### config.mk
export PLATFORM = sky130hd
export DESIGN_NAME = fifo_sync_flags
export DESIGN_NICKNAME = d
export VERILOG_FILES = /design/src/rtl/fifo_sync_flags.sv
export SDC_FILE = /design/constraint.sdc
export NUM_CORES = 1
export LEC_CHECK = 0
export ABC_AREA = 0
export CORE_MARGIN = 1
export CORE_UTILIZATION = 26
export CTS_CLUSTER_DIAMETER = 100
export CTS_CLUSTER_SIZE = 12
export DETAILED_ROUTE_END_ITERATION = 7
export HOLD_SLACK_MARGIN = 0.08
export PLACE_DENSITY = 0.43
export SLEW_MARGIN = 20
export SYNTH_ARGS = -nofsm -noshare
export SYNTH_HDL_FRONTEND = slang
export SYNTH_SLANG_ARGS = --single-unit
### constraint.sdc
create_clock -name wr_clk -period 4.4 [get_ports wr_clk]
set_clock_uncertainty 0.1 [all_clocks]
set_input_delay 0.88 -clock wr_clk [delete_from_list [all_inputs] [get_ports wr_clk]]
set_output_delay 0.88 -clock wr_clk [all_outputs]
set_load 0.01 [all_outputs]
### src/rtl/fifo_sync_flags.sv
// -----------------------------------------------------------------------------
// fifo_sync_flags
//
// Single-clock FIFO for the grayscale pixel pipeline. It reports its occupancy
// count, programmable almost-full/almost-empty flags and sticky
// overflow/underflow flags, and it has a synchronous flush. The producer and
// the consumer are both clocked by wr_clk.
//
// Optional feature macro: FIFO_FWFT_EN
//   defined   : first-word-fall-through. o_dout shows the head word whenever
//               the FIFO is not empty. o_dout_valid = !empty. An accepted read
//               consumes the word that is on o_dout.
//   undefined : standard mode. An accepted read registers the head word onto
//               o_dout and pulses o_dout_valid for one cycle (latency 1).
//
// Parameters
//   DATA_WIDTH     word width in bits
//   DEPTH          number of words (power of two, >= 2)
//   AFULL_THRESH   o_almost_full  when count >= AFULL_THRESH
//   AEMPTY_THRESH  o_almost_empty when count <= AEMPTY_THRESH
//
// Ports
//   wr_clk          clock for all logic
//   reset           asynchronous, active-high reset
//   i_flush         synchronous clear of contents/pointers (sticky flags kept)
//   i_wr_en, i_din  write request and data
//   i_rd_en         read request
//   o_dout          read data
//   o_dout_valid    o_dout carries a freshly read word
//   o_full/o_empty  count == DEPTH / count == 0
//   o_almost_full   count >= AFULL_THRESH
//   o_almost_empty  count <= AEMPTY_THRESH
//   o_count         words stored, 0..DEPTH
//   o_overflow      sticky: write attempted while full
//   o_underflow     sticky: read attempted while empty
// -----------------------------------------------------------------------------
module fifo_sync_flags #(
    parameter int DATA_WIDTH    = 32,
    parameter int DEPTH         = 16,
    parameter int AFULL_THRESH  = DEPTH - 2,
    parameter int AEMPTY_THRESH = 2
) (
    input  logic                      wr_clk,
    input  logic                      reset,
    input  logic                      i_flush,
    input  logic                      i_wr_en,
    input  logic [DATA_WIDTH-1:0]     i_din,
    input  logic                      i_rd_en,
    output logic [DATA_WIDTH-1:0]     o_dout,
    output logic                      o_dout_valid,
    output logic                      o_full,
    output logic                      o_empty,
    output logic                      o_almost_full,
    output logic                      o_almost_empty,
    output logic [$clog2(DEPTH):0]    o_count,
    output logic                      o_overflow,
    output logic                      o_underflow
);

    localparam int            AW       = $clog2(DEPTH);
    localparam logic [AW:0]   CNT_ONE  = (AW+1)'(1);
    localparam logic [AW:0]   CNT_FULL = (AW+1)'(DEPTH);
    localparam logic [AW:0]   AF_T     = (AW+1)'(AFULL_THRESH);
    localparam logic [AW:0]   AE_T     = (AW+1)'(AEMPTY_THRESH);

    logic [DATA_WIDTH-1:0] r_mem [DEPTH];

    // Pointers carry one extra MSB so they wrap naturally past DEPTH-1.
    logic [AW:0] r_wr_ptr;
    logic [AW:0] r_rd_ptr;
    logic [AW:0] r_count;
    logic [AW:0] w_count_next;

    logic r_full;
    logic r_empty;
    logic r_almost_full;
    logic r_almost_empty;
    logic r_overflow;
    logic r_underflow;

    logic w_wr_acc;
    logic w_rd_acc;

    // The registered full/empty flags are the pre-edge state, so they gate
    // acceptance. A flush overrides both requests.
    assign w_wr_acc = i_wr_en & ~r_full  & ~i_flush;
    assign w_rd_acc = i_rd_en & ~r_empty & ~i_flush;

    always_comb begin
        w_count_next = r_count;
        if (i_flush) begin
            w_count_next = '0;
        end else if (w_wr_acc && !w_rd_acc) begin
            w_count_next = r_count + CNT_ONE;
        end else if (!w_wr_acc && w_rd_acc) begin
            w_count_next = r_count - CNT_ONE;
        end
    end

    // Storage is not reset, which keeps it mappable to RAM. A write is blocked
    // while reset is asserted.
    always_ff @(posedge wr_clk) begin
        if (w_wr_acc && !reset) begin
            r_mem[r_wr_ptr[AW-1:0]] <= i_din;
        end
    end

    // Pointers, count and all flags. The flags are registered from the next
    // count, so they are valid the cycle after the edge that caused them.
    always_ff @(posedge wr_clk or posedge reset) begin
        if (reset) begin
            r_wr_ptr       <= '0;
            r_rd_ptr       <= '0;
            r_count        <= '0;
            r_full         <= 1'b0;
            r_empty        <= 1'b1;
            r_almost_full  <= 1'b0;
            r_almost_empty <= 1'b1;
            r_overflow     <= 1'b0;
            r_underflow    <= 1'b0;
        end else begin
            if (i_flush) begin
                r_wr_ptr <= '0;
                r_rd_ptr <= '0;
            end else begin
                if (w_wr_acc) r_wr_ptr <= r_wr_ptr + CNT_ONE;
                if (w_rd_acc) r_rd_ptr <= r_rd_ptr + CNT_ONE;
                // The sticky error flags are set only by real attempts.
                // A flush cycle ignores the requests, so it cannot set them.
                if (i_wr_en && r_full)  r_overflow  <= 1'b1;
                if (i_rd_en && r_empty) r_underflow <= 1'b1;
            end
            r_count        <= w_count_next;
            r_full         <= (w_count_next == CNT_FULL);
            r_empty        <= (w_count_next == '0);
            r_almost_full  <= (w_count_next >= AF_T);
            r_almost_empty <= (w_count_next <= AE_T);
        end
    end

`ifdef FIFO_FWFT_EN
    // The head word is always presented. Its value is meaningless while the
    // FIFO is empty, but it stays stable because memory only changes on writes.
    assign o_dout       = r_mem[r_rd_ptr[AW-1:0]];
    assign o_dout_valid = ~r_empty;
`else
    logic [DATA_WIDTH-1:0] r_dout;
    logic                  r_dout_valid;

    // Registered read port. o_dout holds its value between accepted reads.
    always_ff @(posedge wr_clk or posedge reset) begin
        if (reset) begin
            r_dout       <= '0;
            r_dout_valid <= 1'b0;
        end else begin
            r_dout_valid <= w_rd_acc;
            if (w_rd_acc) begin
                r_dout <= r_mem[r_rd_ptr[AW-1:0]];
            end
        end
    end

    assign o_dout       = r_dout;
    assign o_dout_valid = r_dout_valid;
`endif

    assign o_full         = r_full;
    assign o_empty        = r_empty;
    assign o_almost_full  = r_almost_full;
    assign o_almost_empty = r_almost_empty;
    assign o_count        = r_count;
    assign o_overflow     = r_overflow;
    assign o_underflow    = r_underflow;

endmodule

==> metrics.cfg, run 1 <==
[critical_path]
start_kind=input pin
rrSetupSlack_ps=1360
path_class=input pin to flop
cp_max_fo=32
worstRegToRegCells=5
worstPathRequired_ps=4520
end_kind=flop
arrival_ps=3450
rr_startpoint=o_full
worstReg2RegEnd=r_mem[3][4]

[yosys]
synth.distinct_cells=47
ys_top_cells_by_count=edfxtp_1, mux4_2, dfrtp_1, mux2i_1
synth-xor-area-share=0.00324
yosysMostFrequentCell=edfxtp_1
yosys-top-cells-area=edfxtp_1, mux4_2, dfrtp_1, mux2_2, mux2i_1
synth_nets=1035
synth_adder_area_share=0.00405
synth-seq-cells=564
synth.avg_cell_area_um2=21.8
syn_area_um2=21600
synth_edf_count=512
synth_mux_area_frac=0.165
synth_top_area_frac=0.710
synthCells=991
yosys.area_share.simple=0.0176
synth_top_family_by_area=multiplexers
synth_compound_area_frac=0.0249
ys.flop_type=edfxtp_1
synth_top_area_cell=edfxtp_1
async_flop_share=0.0922
ys_seq_area_frac=0.770
synth_warnings=0

[floorplan]
start_util=0.263
ios=81
placeableCoreArea_um2=82200
die_area_um2=84400
rows=105
die_x_um=291
die_h_um=291

[route]
drt_wl_total_mm=50.3
drt_iter0_drc=671
wl_per_cell_um=22.6
drcViolationCount=0
vias=9912
final_antenna_net_count=0
dr.pass1.iters=5
viasPerCell=4.46

[cts]
root_buffer=clkbuf_16
clock_latency_ps=590
cts_sinks=564
cts_resized=0
hold_buffers=0
htreeDepth=2
clkTransAtPathRegs_ps=60
cts_tree=yes
post_cts_buffers=0
cts_max_path_buffers=3
numCtsBuffers=52

[timing]
slew_headroom=0.354
hold-worst-slack_ps=372
fmax_ghz=0.300
finalSetupTns_ps=0
setup_viol=0
grt_setup_unrepaired=false
period_minus_slack_ps=3330
tightest_slew_ps=970
fin_crit_sh=0.757
hold_viol_final=0
slew_violations=0

[global_routing]
grt_overflow_total=0
grt.total_usage=0.121
grt_pass1_wl_mm=74.8
grt_pass1_vias=10800
antenna_found_initial=2
grt_max_degree=44

[placement]
dpl.cell_count=2127
io_buffer_count=80
gp_congestion=0.714
dp_hpwl_mm=29.1
placed_area_um2=24100

[worst_hold_path]
min_to=o_underflow
hold_path.class=flop to flop
hold_path_depth=1
worstHoldStart=o_underflow

[power]
power.density_nw_per_um2=461
p_total_w=0.0118
ir_worst_vdd_uv=306
leakage_nw=7.77

[layout]
stdcell_count=2223
finalInstanceArea_um2=25600
fillCellCount=7927
layout-drive-gt1-share=0.238
synthToLayoutAreaGrowth_pct=18.1
fin_nets=1155
antenna_cells=0

[outcome]
outcome=finished, final reports clean

[run]
cap_violations=0

-- worst max-delay path, stage by stage --
cell and delay (ps):
clkdlybuf4s50_1 510, nand2b_1 170, nor3_1 710, nand2_1 420, nor3_2 210, buf_4 530
-- routing by layer --
| metal | vias to the layer above | global-route usage | wire, µm |
|---|---|---|---|
| li1 | 4361 | - | - |
| met1 | 5342 | 0.168 | 23700 |
| met2 | 158 | 0.196 | 24000 |
| met3 | 51 | 0.0178 | 1650 |
| met4 | 0 | 0.0345 | 886 |
| met5 | - | 0 | 0 |
-- sequential cells by signal, summed over array words and instances, names as in the netlist --
name and cells:
o_almost_empty 1, o_count 5, r_rd_ptr 4, o_overflow 1
o_dout 32, r_wr_ptr 4, o_almost_full 1, o_underflow 1
o_full 1, r_mem 512, o_dout_valid 1, o_empty 1
-- power breakdown --
group          switching, W  total (W)  internal (W)
Sequential         0.000248    0.00629       0.00604
Clock               0.00188    0.00413       0.00226
Combinational      0.000600    0.00136      0.000761
Total               0.00272     0.0118       0.00906
-- worst max-delay path by stage --
| stage | from | endpoint | slack, ps | depth (start not counted) |
|---|---|---|---|---|
| 6_report | i_wr_en | r_mem[3][4] | 1070 | 6 |
| 5_1_grt | i_wr_en | r_mem[2][23] | 910 | 6 |
| 4_1_cts | i_wr_en | r_mem[3][23] | 1040 | 6 |
| 3_5_place_dp | i_wr_en | r_mem[3][2] | 420 | 6 |
| 3_3_place_gp | i_wr_en | r_mem[3][6] | 400 | 6 |
| 2_1_floorplan | i_flush | r_mem[0][0] | 150 | 4 |
-- cells by family after synthesis --
logic type / after synthesis
muxes: 192
DFF: 564
and+or+nand+nor: 76
xor gates and xnor gates: 8
buffers and inverters: 61
AOI/OAI and AO/OA: 83
adders and majority gates: 7
-- metrics by stage --
step            util  setup slack, ps
2_1_floorplan      -              147
3_3_place_gp   0.293              403
3_5_place_dp   0.293              416
4_1_cts        0.311             1040
5_1_grt        0.311              912
6_report       0.311             1070
-- layout make-up --
class | instances | area, µm² | area share
Clock buffer | 96 | 1490 | 0.0582
Timing Repair Buffer | 119 | 1240 | 0.0487
Tap cell | 1070 | 1340 | 0.0524
Inverter | 8 | 30.0 | 0.00117
Multi-Input combinational cell | 366 | 4770 | 0.187
Sequential cell | 564 | 16700 | 0.653
-- cell usage in the layout (no fill, tap or decap), types with 29 or more instances in the layout --
master	count
clkbuf_16	53
clkdlybuf4s50_1	80
edfxtp_1	512
mux2i_1	34
clkbuf_1	43
mux4_2	118
a22oi_1	32
mux2_2	32
dfrtp_1	47
o21ai_1	29
Power figures use the tool's default switching activity.
==> run 2: changes to the inputs <==
--- a/config.mk
+++ b/config.mk
@@ -12,7 +12,7 @@
 export CTS_CLUSTER_SIZE = 12
 export DETAILED_ROUTE_END_ITERATION = 7
 export HOLD_SLACK_MARGIN = 0.08
-export PLACE_DENSITY = 0.43
+export PLACE_DENSITY = 0.44
 export SLEW_MARGIN = 20
 export SYNTH_ARGS = -nofsm -noshare
 export SYNTH_HDL_FRONTEND = slang
==> constraint.sdc (replaced) <==
create_clock -name wr_clk -period 2.8 [get_ports wr_clk]
set_clock_uncertainty 0.1 [all_clocks]
set_input_delay 0.56 -clock wr_clk [delete_from_list [all_inputs] [get_ports wr_clk]]
set_output_delay 0.56 -clock wr_clk [all_outputs]
set_load 0.01 [all_outputs]
==> run 2 against run 1 <==
Cell count rose by 1.8%. Largest power group unchanged. First-iteration DRC count grew 0.60%. Routed wire length rose by 4.7%. Non-clock buffer count grew 37.
==> metrics.cfg, run 2 (synthesized netlist as in run 1, its figures left out) <==
[critical_path]
cp_top_family=multiplexers
worstPathRequired_ps=3160  ; -1360 ps
rrSetupSlack_ps=340  ; -1020 ps
path_cells=buf_4 > mux4_1 > mux2_2 > a22oi_1 > o21ai_0
end_kind=flop
cp_max_fo=20  ; -38%
critPathBufInv=1  ; -1
arrival_ps=2820  ; -630 ps
cpPeakStageDelay_ps=770  ; +60 ps
slowest_stage=dfrtp_4
path_class=flop to flop
start_kind=flop

[timing]
finalWorstSetupSlack_ps=336  ; -734 ps
hold_viol_final=0  ; unchanged
fmax_ghz=0.406
period_minus_slack_ps=2460
hold-worst-slack_ps=289  ; -82.8 ps
slew_violations=0  ; unchanged
tightest_slew_ps=773  ; -197 ps
slew_headroom=0.483  ; +0.130
finalSetupTns_ps=0  ; unchanged
grt_setup_unrepaired=false
setup_viol=0  ; unchanged
fin_crit_sh=0.880

[global_routing]
grt_overflow_total=0  ; unchanged
grt_pass1_vias=11100  ; +2.8%
grt.total_usage=0.126  ; +0.00531
antenna_found_initial=1  ; -1
grt_max_degree=39  ; -11%
grt_pass1_wl_mm=78.1  ; +4.4%

[route]
drt_iter0_drc=675  ; +0.60%
final_antenna_net_count=0  ; unchanged
viasPerCell=4.47  ; +0.20%
dr.pass1.iters=4  ; -1
vias=10100  ; +2.0%
drcViolationCount=0  ; unchanged
wl_per_cell_um=23.3  ; +2.8%
drt_wl_total_mm=52.6  ; +4.7%

[floorplan]
die_area_um2=84400  ; unchanged
die_h_um=291  ; unchanged
die_x_um=291  ; unchanged
rows=105  ; unchanged
placeableCoreArea_um2=82200  ; unchanged
start_util=0.263  ; unchanged
ios=81  ; unchanged

[cts]
post_cts_buffers=0  ; unchanged
htreeDepth=2  ; unchanged
cts_max_path_buffers=3  ; unchanged
hold_buffers=0  ; unchanged
clkTransAtPathRegs_ps=60  ; about the same
numCtsBuffers=53  ; +1.9%
cts_resized=0  ; unchanged
cts_sinks=564  ; unchanged
root_buffer=clkbuf_16
clock_latency_ps=620  ; +30 ps
cts_tree=yes

[power]
p_total_w=0.0190  ; +61%
ir_worst_vdd_uv=476  ; +56%
leakage_nw=8.08  ; +4.0%
power.density_nw_per_um2=719  ; +56%

[layout]
synthToLayoutAreaGrowth_pct=21.8
final_cell_mix=edfxtp_1, mux4_2, clkdlybuf4s50_1, clkbuf_16, dfrtp_1
layout-drive-gt1-share=0.265  ; +0.0279
antenna_cells=0  ; unchanged
fin_nets=1193  ; +3.3%
largest_reg_flops=512  ; unchanged
fillCellCount=7819  ; -1.4%
final_common_cell=edfxtp_1

[worst_hold_path]
hold_path.class=input pin to async pin

[placement]
gp_congestion=0.728  ; +2.0%
io_buffer_count=80  ; unchanged
dp_slack_ps=-93.1  ; -509 ps
dp_hpwl_mm=32.1  ; +10%

[outcome]
outcome=finished, final reports clean

[run]
cap_violations=0  ; unchanged

[run 2: cell types whose count changed in the layout (fill, tap and decap cells not counted)]
cell,delta
buf_12,+32
buf_4,+5
bufinv_16,+1
clkbuf_1,-2
clkinv_16,+1
clkinv_2,+1
clkinv_8,+1
clkinvlp_4,+1
inv_16,+1
nor3_2,-4
nor3_4,+4
[run 2: worst register-to-register path, cell delays in order (launching register included)]
cell and delay [ps]:
dfrtp_4 770, buf_4 320, mux4_1 570, mux2_2 290, a22oi_1 150, o21ai_0 110
[run 2: routing by layer]
metal,wire [µm],up-vias,global-route usage
li1,-,4447,-
met1,24500,5408,0.175
met2,25000,198,0.203
met3,2320,60,0.0264
met4,893,2,0.0301
met5,9,-,0
[run 2: worst paths after layout]
kind / depth (start not counted) / end / from
worst max-delay path: 5 / o_dout[8] / r_rd_ptr[0]
worst min-delay path: 2 / o_count[0] / reset
worst max register to register: 5 / o_dout[8] / r_rd_ptr[0]
worst min register to register: 1 / o_overflow / o_overflow
max in group asynchronous: 3 / o_empty / reset
min in group wr_clk: 1 / o_overflow / o_overflow
[run 2: final cells by class]
cell class / instances / area [µm²] / share of cell area
tap: 1070 / 1340 / 0.0508
clock buffer: 94 / 1480 / 0.0561
clock inverter: 6 / 109 / 0.00413
sequential: 564 / 16700 / 0.633
timing repair buffer: 156 / 1920 / 0.0729
multi-input combinational: 366 / 4790 / 0.182
inverter: 8 / 30.0 / 0.00114
[run 2: where the power goes]
group / internal, W / switching [W]
Sequential: 0.00950 / 0.000328
Clock: 0.00368 / 0.00310
Combinational: 0.00127 / 0.00108
[run 2: per-stage QoR]
step / utilization / cells / area [µm²]
after global placement: 0.301 / 2164 / 24800
after floorplan: - / 991 / 21700
final: 0.321 / 2264 / 26400
after CTS: 0.321 / 2264 / 26400
after global routing: 0.321 / 2264 / 26400
after detailed placement: 0.301 / 2164 / 24800
==> run 3: changes to the inputs <==
--- a/config.mk
+++ b/config.mk
@@ -6,14 +6,14 @@
 export NUM_CORES = 1
 export LEC_CHECK = 0
 export ABC_AREA = 0
+export CAP_MARGIN = 20
 export CORE_MARGIN = 1
 export CORE_UTILIZATION = 26
-export CTS_CLUSTER_DIAMETER = 100
+export CTS_CLUSTER_DIAMETER = 200
 export CTS_CLUSTER_SIZE = 12
 export DETAILED_ROUTE_END_ITERATION = 7
 export HOLD_SLACK_MARGIN = 0.08
 export PLACE_DENSITY = 0.44
-export SLEW_MARGIN = 20
 export SYNTH_ARGS = -nofsm -noshare
 export SYNTH_HDL_FRONTEND = slang
 export SYNTH_SLANG_ARGS = --single-unit
==> run 3 against run 2 <==
Non-clock buffer count did not move. Sequential cell count did not move. Sequential share of layout area grew 0.16 points. Global-route usage down 0.056 points. Critical path type unchanged. Critical path depth is the same. Register-to-register slack improved by 20 ps. Sequential power about the same. Worst hold slack better by 26 ps. Largest cell class unchanged. Via count is 0.38% higher. Design area fell by 0.25%. Combinational power about the same. Total power is 1.3% lower.
==> metrics.cfg, run 3 (synthesized netlist as in run 1, its figures left out) <==
[floorplan]
ios=81  ; unchanged
rows=105  ; unchanged
placeableCoreArea_um2=82200  ; unchanged
start_util=0.263  ; unchanged
die_x_um=291  ; unchanged
die_h_um=291  ; unchanged
die_area_um2=84400  ; unchanged

[critical_path]
arrival_ps=2810  ; about the same
worstPathRequired_ps=3170  ; about the same
start_kind=flop
end_kind=flop
cpPeakStageDelay_ps=760  ; about the same
path_class=flop to flop
slowest_stage=dfrtp_4
cp_max_fo=20  ; unchanged
path_cells=buf_12 > mux4_2 > mux2_2 > a22oi_1 > o21ai_1
worstRegToRegCells=5  ; unchanged

[cts]
numCtsBuffers=52  ; -1.9%
post_cts_buffers=0  ; unchanged
htreeDepth=2  ; unchanged
cts_sinks=564  ; unchanged
hold_buffers=0  ; unchanged
root_buffer=clkbuf_16
cts_tree=yes
cts_max_path_buffers=3  ; unchanged
clkTransAtPathRegs_ps=60  ; about the same
clock_latency_ps=610  ; about the same
cts_resized=0  ; unchanged

[layout]
antenna_cells=0  ; unchanged
finalInstanceArea_um2=26300  ; -0.25%
synthToLayoutAreaGrowth_pct=21.5
final_core_util=0.320  ; -0.000792
final_cell_mix=edfxtp_1, mux4_2, clkdlybuf4s50_1, clkbuf_16, dfrtp_1
final_common_cell=edfxtp_1
fin_nets=1192  ; -0.084%
layout-drive-gt1-share=0.263  ; -0.00247
largest_reg_flops=512  ; unchanged

[power]
clockPowerShare=0.349  ; -0.009
p_int_w=0.0143  ; -1.1%
power.density_nw_per_um2=711  ; -1.1%
p_comb_frac=0.125  ; about the same
p_seq_frac=0.526  ; +0.008
power_switching_w=0.00442  ; -2.0%
leakage_nw=8.05  ; -0.39%
p_sw_frac=0.236  ; -0.00152
ir_worst_vdd_uv=449  ; -5.7%
p_total_w=0.0187  ; -1.3%

[timing]
slew_headroom=0.452  ; -0.0311
finalSetupTns_ps=0  ; unchanged
slew_violations=0  ; unchanged
fmax_ghz=0.409  ; +0.79%
tightest_slew_ps=819  ; +46.5 ps
fin_crit_sh=0.873  ; -0.00693
period_minus_slack_ps=2440  ; -19.4 ps
grt_setup_unrepaired=false
setup_viol=0  ; unchanged
hold_viol_final=0  ; unchanged

[placement]
io_buffer_count=80  ; unchanged
dp_hpwl_mm=32.1  ; unchanged
placed_area_um2=24800  ; unchanged
gp_congestion=0.728  ; unchanged

[global_routing]
grt.total_usage=0.126  ; -0.000556
use_met2=0.203  ; +0.000351
grt_pass1_wl_mm=77.8  ; -0.43%
antenna_found_initial=1  ; unchanged
grt_overflow_total=0  ; unchanged
use_met1=0.173  ; -0.00145
grt_pass1_vias=11000  ; -0.33%
grt_busiest_layer=met2
grt_max_degree=39  ; unchanged
grt_use_met3=0.0269  ; +0.000535

[route]
drt_wl_total_mm=52.5  ; -0.19%
wl_per_cell_um=23.2  ; about the same
drcViolationCount=0  ; unchanged
drt_iter0_drc=660  ; -2.2%
final_antenna_net_count=0  ; unchanged
viasPerCell=4.49  ; +0.55%
vias=10200  ; +0.38%
dr.pass1.iters=4  ; unchanged

[run]
cap_violations=0  ; unchanged

[outcome]
outcome=finished, final reports clean

[worst_hold_path]
hold_path.class=input pin to async pin

## run 3: per-layer routing
metal / up-vias / share of wire
met4: 2 / 0.016
met3: 64 / 0.042
met2: 187 / 0.48
li1: 4439 / -
met1: 5461 / 0.47
met5: - / 0.00027
## run 3: power by group through the flow
stage | Sequential (W) | Combinational, W | Clock [W]
final | 0.00983 | 0.00234 | 0.00652
after global routing | 0.00987 | 0.00255 | 0.00707
after CTS | 0.00985 | 0.00240 | 0.00679
after detailed placement | 0.0100 | 0.00239 | 0
after global placement | 0.0100 | 0.00237 | 0
after floorplan | 0.00995 | 0.00117 | 0
## run 3: stage by stage
step,worst slack [ps],instances,hold WS (ps)
2_1_floorplan,-279,991,412
3_3_place_gp,-88.4,2164,354
3_5_place_dp,-93.1,2164,364
4_1_cts,294,2260,339
5_1_grt,204,2260,339
6_report,355,2260,316
## run 3: path summary, 6_finish.rpt
path	endpoint	from	slack (ps)
setup / recovery	o_dout[17]	r_rd_ptr[0]	360
setup reg to reg	o_dout[17]	r_rd_ptr[0]	360
max in group asynchronous	o_empty	reset	1690
min in group wr_clk	o_overflow	o_overflow	370
hold reg to reg	o_overflow	o_overflow	370
hold / removal	o_count[0]	reset	320
## run 3: worst max-delay path: cells and delay by family (launching register included)
family / cells / cell delay [ps]
AOI/OAI and AO/OA: 2 / 240
buffers and inverters: 1 / 280
DFF: 1 / 760
muxes: 2 / 880
## run 3: layout make-up
type | count | area, µm²
fillers | 7837 | 55900
flip-flops and latches | 564 | 16700
multi-input cells | 366 | 4790
repair buffers | 156 | 1920
clock buffers | 93 | 1460
well taps | 1070 | 1340
clock inverters | 3 | 68.8
inverters | 8 | 30.0
